[config.mk]
export PLATFORM = sky130hd
export DESIGN_NAME = register_bank
export DESIGN_NICKNAME = d
export VERILOG_FILES = /design/src/rtl/riscv_pkg.sv /design/src/rtl/pc_unit.sv /design/src/rtl/register_bank.sv
export SDC_FILE = /design/constraint.sdc
export NUM_CORES = 2
export LEC_CHECK = 0
export CORE_UTILIZATION = 55
export CTS_CLUSTER_SIZE = 12
export DETAILED_ROUTE_END_ITERATION = 6
export GPL_TIMING_DRIVEN = 0
export PLACE_DENSITY = 0.76
export SLEW_MARGIN = 20
export SYNTH_ARGS = -nofsm -noshare
export SYNTH_HDL_FRONTEND = slang
export SYNTH_SLANG_ARGS = --single-unit
[constraint.sdc]
create_clock -name CK_REF -period 2.35 [get_ports CK_REF]
set_input_delay 0.47 -clock CK_REF [delete_from_list [all_inputs] [get_ports CK_REF]]
set_output_delay 0.47 -clock CK_REF [all_outputs]
set_load 0.05 [all_outputs]
[src/rtl/riscv_pkg.sv]
// Shared core types and defaults: datapath width, PC step, register index type
// and the hard-wired zero register.
package riscv_pkg;

  localparam int XLEN_DEF    = 32;
  localparam int PC_STEP_DEF = 4;

  typedef logic [4:0] reg_idx_t;

  localparam reg_idx_t ZERO_REG = 5'd0;

  function automatic logic is_zero_reg(input reg_idx_t idx);
    return idx == ZERO_REG;
  endfunction

endpackage

[src/rtl/pc_unit.sv]
// Program counter: branch load takes priority over sequential increment,
// otherwise hold. Loaded targets are forced to word alignment.
module pc_unit #(
  parameter int              XLEN     = 32,
  parameter int              PC_STEP  = 4,
  parameter logic [XLEN-1:0] RESET_PC = '0
) (
  input  logic            CK_REF,
  input  logic            RST_N,
  input  logic            PC_INC,
  input  logic            PC_LOAD,
  input  logic [XLEN-1:0] PC_TARGET,
  output logic [XLEN-1:0] PC_OUT
);

  logic [XLEN-1:0] pc_q;
  logic [XLEN-1:0] pc_nxt;

  // NOTE: combinational blocks assign a default first so no path holds a value (no latch).
  always_comb begin
    pc_nxt = pc_q;
    if (PC_LOAD)
      pc_nxt = {PC_TARGET[XLEN-1:2], 2'b00};
    else if (PC_INC)
      pc_nxt = pc_q + XLEN'(PC_STEP);
  end

  // NOTE: sequential state uses non-blocking assignments only.
  always_ff @(posedge CK_REF or negedge RST_N) begin
    if (!RST_N) pc_q <= RESET_PC;
    else        pc_q <= pc_nxt;
  end

  assign PC_OUT = pc_q;

endmodule

[src/rtl/register_bank.sv]
// Integer register bank (x0 hard-wired to zero) with write scoreboard and PC.
// Optional same-cycle write-to-read bypass is enabled by defining REGFILE_BYPASS_EN.
module register_bank
  import riscv_pkg::*;
#(
  parameter int              XLEN     = XLEN_DEF,
  parameter int              NREGS    = 32,
  parameter int              PC_STEP  = PC_STEP_DEF,
  parameter logic [XLEN-1:0] RESET_PC = '0,
  localparam int             AW       = $clog2(NREGS)
) (
  input  logic            CK_REF,
  input  logic            RST_N,
  input  logic [AW-1:0]   RS1_ADDR,
  input  logic [AW-1:0]   RS2_ADDR,
  output logic [XLEN-1:0] RS1_DATA,
  output logic [XLEN-1:0] RS2_DATA,
  output logic            RS1_BUSY,
  output logic            RS2_BUSY,
  input  logic            WR_EN,
  input  logic [AW-1:0]   WR_ADDR,
  input  logic [XLEN-1:0] WR_DATA,
  input  logic            ISSUE_EN,
  input  logic [AW-1:0]   ISSUE_RD,
  input  logic            PC_INC,
  input  logic            PC_LOAD,
  input  logic [XLEN-1:0] PC_TARGET,
  output logic [XLEN-1:0] PC_OUT
);

  logic [XLEN-1:0] regs_q [NREGS];
  logic [NREGS-1:0] busy_q;
  logic [NREGS-1:0] busy_nxt;
  logic             wr_hit;
  logic             issue_hit;

  assign wr_hit    = WR_EN    && !is_zero_reg(reg_idx_t'(WR_ADDR));
  assign issue_hit = ISSUE_EN && !is_zero_reg(reg_idx_t'(ISSUE_RD));

  // NOTE: the array is reset because a reset must leave every register reading zero;
  // storage without that requirement would be left unreset.
  always_ff @(posedge CK_REF or negedge RST_N) begin
    if (!RST_N) begin
      for (int i = 0; i < NREGS; i++) regs_q[i] <= '0;
    end else if (wr_hit) begin
      regs_q[WR_ADDR] <= WR_DATA;
    end
  end

  // NOTE: the set follows the clear so a same-cycle issue wins (last assignment wins).
  always_comb begin
    busy_nxt = busy_q;
    if (wr_hit)    busy_nxt[WR_ADDR]  = 1'b0;
    if (issue_hit) busy_nxt[ISSUE_RD] = 1'b1;
    busy_nxt[0] = 1'b0;
  end

  always_ff @(posedge CK_REF or negedge RST_N) begin
    if (!RST_N) busy_q <= '0;
    else        busy_q <= busy_nxt;
  end

`ifdef REGFILE_BYPASS_EN
  // Bypass is gated by reset so reads stay zero while reset is held.
  logic byp_hit;
  assign byp_hit = wr_hit && RST_N;
`endif

  always_comb begin
    RS1_DATA = '0;
    RS1_BUSY = 1'b0;
    if (!is_zero_reg(reg_idx_t'(RS1_ADDR))) begin
      RS1_DATA = regs_q[RS1_ADDR];
      RS1_BUSY = busy_q[RS1_ADDR];
`ifdef REGFILE_BYPASS_EN
      if (byp_hit && RS1_ADDR == WR_ADDR) begin
        RS1_DATA = WR_DATA;
        RS1_BUSY = issue_hit && (ISSUE_RD == RS1_ADDR);
      end
`endif
    end
  end

  always_comb begin
    RS2_DATA = '0;
    RS2_BUSY = 1'b0;
    if (!is_zero_reg(reg_idx_t'(RS2_ADDR))) begin
      RS2_DATA = regs_q[RS2_ADDR];
      RS2_BUSY = busy_q[RS2_ADDR];
`ifdef REGFILE_BYPASS_EN
      if (byp_hit && RS2_ADDR == WR_ADDR) begin
        RS2_DATA = WR_DATA;
        RS2_BUSY = issue_hit && (ISSUE_RD == RS2_ADDR);
      end
`endif
    end
  end

  pc_unit #(
    .XLEN     (XLEN),
    .PC_STEP  (PC_STEP),
    .RESET_PC (RESET_PC)
  ) u_pc_unit (
    .CK_REF    (CK_REF),
    .RST_N     (RST_N),
    .PC_INC    (PC_INC),
    .PC_LOAD   (PC_LOAD),
    .PC_TARGET (PC_TARGET),
    .PC_OUT    (PC_OUT)
  );

endmodule

### Yosys cells after proc, flatten, opt, wreduce, memory -nomap -nowiden

Cells that the tools add are included.

| storage, ports and cells | value |
|---|---|
| input bits | 90 |
| register bits after elaboration | 1087 |
| output and inout bits | 98 |

| cells by class | value |
|---|---|
| reductions and logical operators | 12 |
| magnitude comparators | 10 |
| bitwise operators | 6 |
| add/subtract/negate cells | 1 |
| multiplexer cells | 25 |

Operators with widths:

| kind | count |
|---|---|
| bitwise mux 1024 bit | 1 |
| 2-to-1 mux 32 bit | 11 |
| binary-select mux 32 bit (select 5 bit) | 2 |
| demux 32 bit (select 5 bit) | 1 |
| adder 32 x 3 -> 32 bit, second input constant | 1 |
| AND 32 bit | 1 |
| inverter 32 bit | 1 |
| OR 32 bit | 1 |
| < comparator 5 x 6 -> 1 bit, second input constant | 4 |
| zero test 5 bit | 4 |
| >= comparator 6 bit, second input constant | 3 |
| inverter 5 -> 6 bit | 3 |
| binary-select mux 1 bit (select 5 bit) | 2 |
| demux 1 bit (select 5 bit) | 2 |
| >= comparator 5 x 1 -> 1 bit, second input constant | 2 |
| < comparator 6 x 1 -> 1 bit, second input constant | 1 |
| 2-to-1 mux 1 bit | 6 |
| logical AND 1 bit | 5 |
| zero test 1 bit | 2 |
| nonzero test 2 bit | 1 |

### Depth between registers and ports, before layout

| depth | value |
|---|---|
| depth after elaboration | 9 |
| mapped depth | 8 |

### By module

A second synthesis with hierarchy kept.

| second synthesis, totals | value |
|---|---|
| cell total of the unflattened synthesis | 4156 |
| area, all modules | 58138.3 sq um |

Modules (own cells, without submodules):

| module | instances | area each (sq um) | sequential area each (sq um) | cells an instance |
|---|---|---|---|---|
| register_bank | 1 | 56409.1 | 26350.3 | 3964 |
| pc_unit | 1 | 1729.2 | 750.7 | 192 |

### Worst setup path after synthesis

Ideal clock, no wire load.

| timing | value |
|---|---|
| path type | input-to-output |
| from | input RS2_ADDR[1] |
| to | output RS2_DATA[29] |
| path slack | -1.042 ns |
| cell stages on the path | 8 |
| arrival | 2.922 ns |
| cells stage by stage | buf_2 -> buf_2 -> nor2b_1 -> clkbuf_1 -> clkbuf_1 -> a221oi_1 -> o21ai_0 -> a311oi_1 |

| between the ends | value |
|---|---|
| longest elaborated chain between the ends | 5 |
| elaborated cells between the ends (all ways) | 6 |
| those cells by class | mux (4); bitwise (1); reduce/logical (1) |

Ends and longest elaborated chain:

| what | RTL line | source |
|---|---|---|
| start, declared | register_bank.sv:15 | `input logic [AW-1:0] RS2_ADDR,` |
| inverter 5 -> 6 bit (implied by the code) | register_bank.sv:88 | `RS2_DATA = regs_q[RS2_ADDR];` |
| binary-select mux 32 bit (select 5 bit) | register_bank.sv:88 |  |
| 2-to-1 mux 32 bit (implied by the code) (2 in series) | register_bank.sv:88 |  |
| 2-to-1 mux 32 bit (*) | register_bank.sv:87 | `if (!is_zero_reg(reg_idx_t'(RS2_ADDR))) begin` |
| end, declared | register_bank.sv:17 | `output logic [XLEN-1:0] RS2_DATA,` |

Mark *: on every way between the ends. The rest lies on a longest branch, timed or not. The select of a mux whose other input is x is not followed.

### Worst setup path after layout

| timing | value |
|---|---|
| from | input RS2_ADDR[1] |
| to | output RS2_DATA[17] |

Same word-level chain as after synthesis.

==> impl_results.md <==
- Psw: between 15 and 20 mW
- Initial Util: 0.556
- CP Launch Type: primary input
- Final hold vios: 0
- # rows: 118
- Area leader, netlist: dfrtp_1
- Critical Path Source: RS2_ADDR[1]
- Die ar.: between 100000 and 150000 µm²
- Power per cell area: 834 nW/µm²
- Final setup TNS: -44.58 ns
- Worst setup skew after layout: between 0.008 and 0.009 ns
- Layout cells sized above 1: 0.575
- Antenna violations before repair: 7
- # port buffers: between 150 and 200
- CP Buf/Inv Count: 4
- Post-route setup slack: -0.807 ns
- Hold path start: PC_INC
- Io pins: 188
- Rel. slew slack: 0.384
- FMAX: between 0.3 and 0.4 GHz
- Worst R2R Setup Slack: about 0.16 ns
- Avg WL per Cell: ~37 µm
- Area fraction of the dominant cell type after synthesis: 0.471
- Worst EP required: between 1.5 and 2 ns
- Sequential share of power: 0.421
- Max Slew Vio Count: 0
- First-pass GRT wire length: between 300000 and 400000 µm
- Crit. End Element: output port
- Number of CTS-inserted buffers: approximately 120
- Vias in the first global route: between 40000 and 50000
- Crit path DAT: roughly 2.7 ns
- Pre-antenna DRT Iters: 5
- Switching part of the total: 0.303
- Setup-failing EPs final: between 300 and 400
- Period utilization: 1.34
- Worst path cell trace: buf_8 > buf_12 > buf_12 > mux4_2 > a22oi_2 > a311oi_4 > buf_4
- Clock H-tree levels: 3
- Largest net degree at the start of global routing: roughly 140
- Routed via count: ~42000
- Register area share after synthesis: 0.471
- HPWL Detailed: around 150000 µm
- Cell mode on critical path: buf_12
- Worst-path clk slew: around 0.06 ns
- RSZ-0062 raised after global routing: yes
- Failing checks: negative setup slack
- Filler instances: between 6000 and 7000
- Placed cell area: 63500 µm²
- Depth of the most critical reg-to-reg path: 5
- Sink Count: ~1100
- Tightest Pin Transition: between 0.9 and 1 ns
- Critical Path Fanout Max: 10
- Hold path endpoint: u_pc_unit.PC_OUT[2]
- Hold path depth: 3
- Synth Flop Type: dfrtp_1
- Mapped Area: around 58000 µm²
- Final net count: about 4400
- Kind of critical path: in2out
- Async SR Flop Fraction: 1.00
- Via-per-instance ratio: around 7.2
- Crit path max-delay family: buffers and inverters
- Tmin final: ~3.2 ns
- Synthesis Warnings: 0
- R2r endpoint: u_pc_unit.PC_OUT[28]
- Final instance area: roughly 71000 µm²
- Leak: 29.8 nW
- Clock share of power: 0.327
- Worst hold path class: in2reg
- Post-Synthesis Cells: around 4000
- Max IR drop VDD: around 0.56 mV
- Outcome: finished with violations
- Final core occ: 0.685
- Ranking of synthesized cells by area: dfrtp_1 47%, mux2_2 21%, mux4_2 18%
- Gate power share: 0.252
- Worst skew pair latency: between 0.7 and 0.8 ns
- CTS tree: built
- Die Y-Extent: approximately 330 µm
- DRC: 0
- Slowest stage delay, CP: 0.56 ns
- RR Startpoint: u_pc_unit.PC_OUT[2]
- Core area: between 100000 and 150000 µm²
- Critical-path top delay cell: a22oi_2
- Post-synth EDFFs: 0
- Maxcap violations: 0
- Worst hold slack: about 0.11 ns
- Die W: 326 µm
- Synth Register Bits: between 1000 and 1500
- Tot Pwr: approximately 59 mW
- Grt ovf: 0
- Clock Path Buffers: 3
- Clock Tree Root: clkbuf_16
- Syn_area_per_cell: roughly 15 µm²
- Cell Int Power: 41.3 mW
- Final GP Congestion: 1.01
- WL final: 212000 µm
- Drt initial violations: between 5000 and 6000
- P&R area growth vs syn: 23.3%
- Synth unique cells: between 50 and 60
- Final ANT Viol Nets: 0
- Global router's overall resource usage: 0.402
==> layout by cell type (no fill, tap or decap), drive strengths merged, types with 4 or more instances in the layout <==
master / synthesis / final
dfrtp: 1085 / 1085
mux2: 1060 / 1060
mux4: 460 / 460
clkbuf: 248 / 435
buf: 201 / 295
o21ai: 164 / 164
mux2i: 133 / 133
nand2: 87 / 87
nor2b: 71 / 71
clkdlybuf4s50: 0 / 69
a311oi: 67 / 67
a22oi: 66 / 66
a211oi: 64 / 64
a221oi: 48 / 48
nor2: 43 / 43
dlygate4sd2: 0 / 30
nand3: 18 / 18
o2111ai: 18 / 18
clkinv: 0 / 17
inv: 12 / 16
xnor2: 11 / 11
nand4: 11 / 11
a22o: 9 / 9
or2: 9 / 9
or4: 9 / 9
a31oi: 8 / 8
bufinv: 0 / 8
nor4: 7 / 7
o311ai: 7 / 7
nand2b: 6 / 6
nor3: 5 / 5
o31ai: 5 / 5
nor3b: 4 / 4
and3: 4 / 4
a221o: 4 / 4
dlymetal6s2s: 0 / 4
==> timing repair <==
action,4_1_cts,5_1_grt
resized for setup,1174,175
setup buffers,14,19
pin swaps,104,76
cloned,0,1
endpoints found under the hold margin,73,0
setup endpoints to repair,712,813
hold buffers,1,0
==> logic make-up after synthesis <==
| kind of cell | synth area share |
|---|---|
| XOR/XNOR | 0.00197 |
| buffers and inverters | 0.0337 |
| other | 0.0000650 |
| AO/OA/AOI/OAI | 0.0575 |
| adder cells (fa/ha/maj) | 0.000217 |
| multiplexers | 0.410 |
| flip-flops | 0.471 |
| AND/OR/NAND/NOR | 0.0263 |
==> final cells by class <==
type / instances / area (µm²) / share of cell area
antenna: 2 / 5.00 / 0.0000704
buffer: 442 / 3550 / 0.0499
clock buffer: 180 / 3620 / 0.0509
clock inverter: 31 / 390 / 0.00549
inverter: 12 / 48.8 / 0.000686
multi-input combinational: 2428 / 32300 / 0.454
sequential: 1085 / 27200 / 0.382
tap: 1380 / 1730 / 0.0243
timing repair buffer: 215 / 2360 / 0.0332
==> power groups by stage <==
stage          registers (mW)  logic [mW]  clock network (mW)
2_1_floorplan            24.3        9.64                   0
3_3_place_gp             25.0        12.8                   0
3_5_place_dp             25.1        13.3                   0
4_1_cts                  24.8        14.3                19.4
5_1_grt                  25.3        15.5                20.1
6_report                 25.0        14.9                19.4
==> per-stage QoR <==
stage,setup WS [ns],cells
finish,-0.807,5775
global route,-0.764,5774
CTS,-0.716,5756
detailed placement,-2.81,5534
global placement,-48.88,5526
floorplan,-0.268,3974
==> routing by layer <==
layer  vias up  share of wire  track usage
met5         -        0.00043      0.00133
met4         6          0.054        0.195
met3       663           0.15        0.177
met2      3035           0.43        0.565
met1     21961           0.37        0.532
li1      16024              -            -
==> how the worst max path moves through the flow <==
stage	end	depth (start not counted)
after floorplan	RS2_DATA[29]	8
after global placement	regs_q[11]	1
after detailed placement	RS2_DATA[19]	6
after CTS	RS1_DATA[15]	5
after global routing	RS1_DATA[15]	5
final	RS2_DATA[17]	7
==> tightest hold or removal path, stage by stage <==
cell,delay [ns]
buf_4,0.13
xnor2_1,0.12
o21ai_0,0.07
==> sequential cells by signal (all words and copies together) (netlist names) <==
name              count
busy_q               31
regs_q             1024
u_pc_unit.PC_OUT     30
==> cell usage after synthesis (9+ instances only) <==
cell type  count
nand4_1       10
a221oi_1      48
a211oi_1      64
mux2i_1      133
a22oi_1       66
nand2_1       87
buf_2        143
buf_1         49
a22o_1         9
dfrtp_1     1085
nor2_1        43
a311oi_1      67
mux4_2       460
nor2b_1       71
o21ai_0      157
mux2_2      1052
nand3_1       16
clkbuf_1     248
xnor2_1       11
inv_1         12
o2111ai_1     18
buf_4          9
Note: power is estimated with default switching activity, not from simulation.
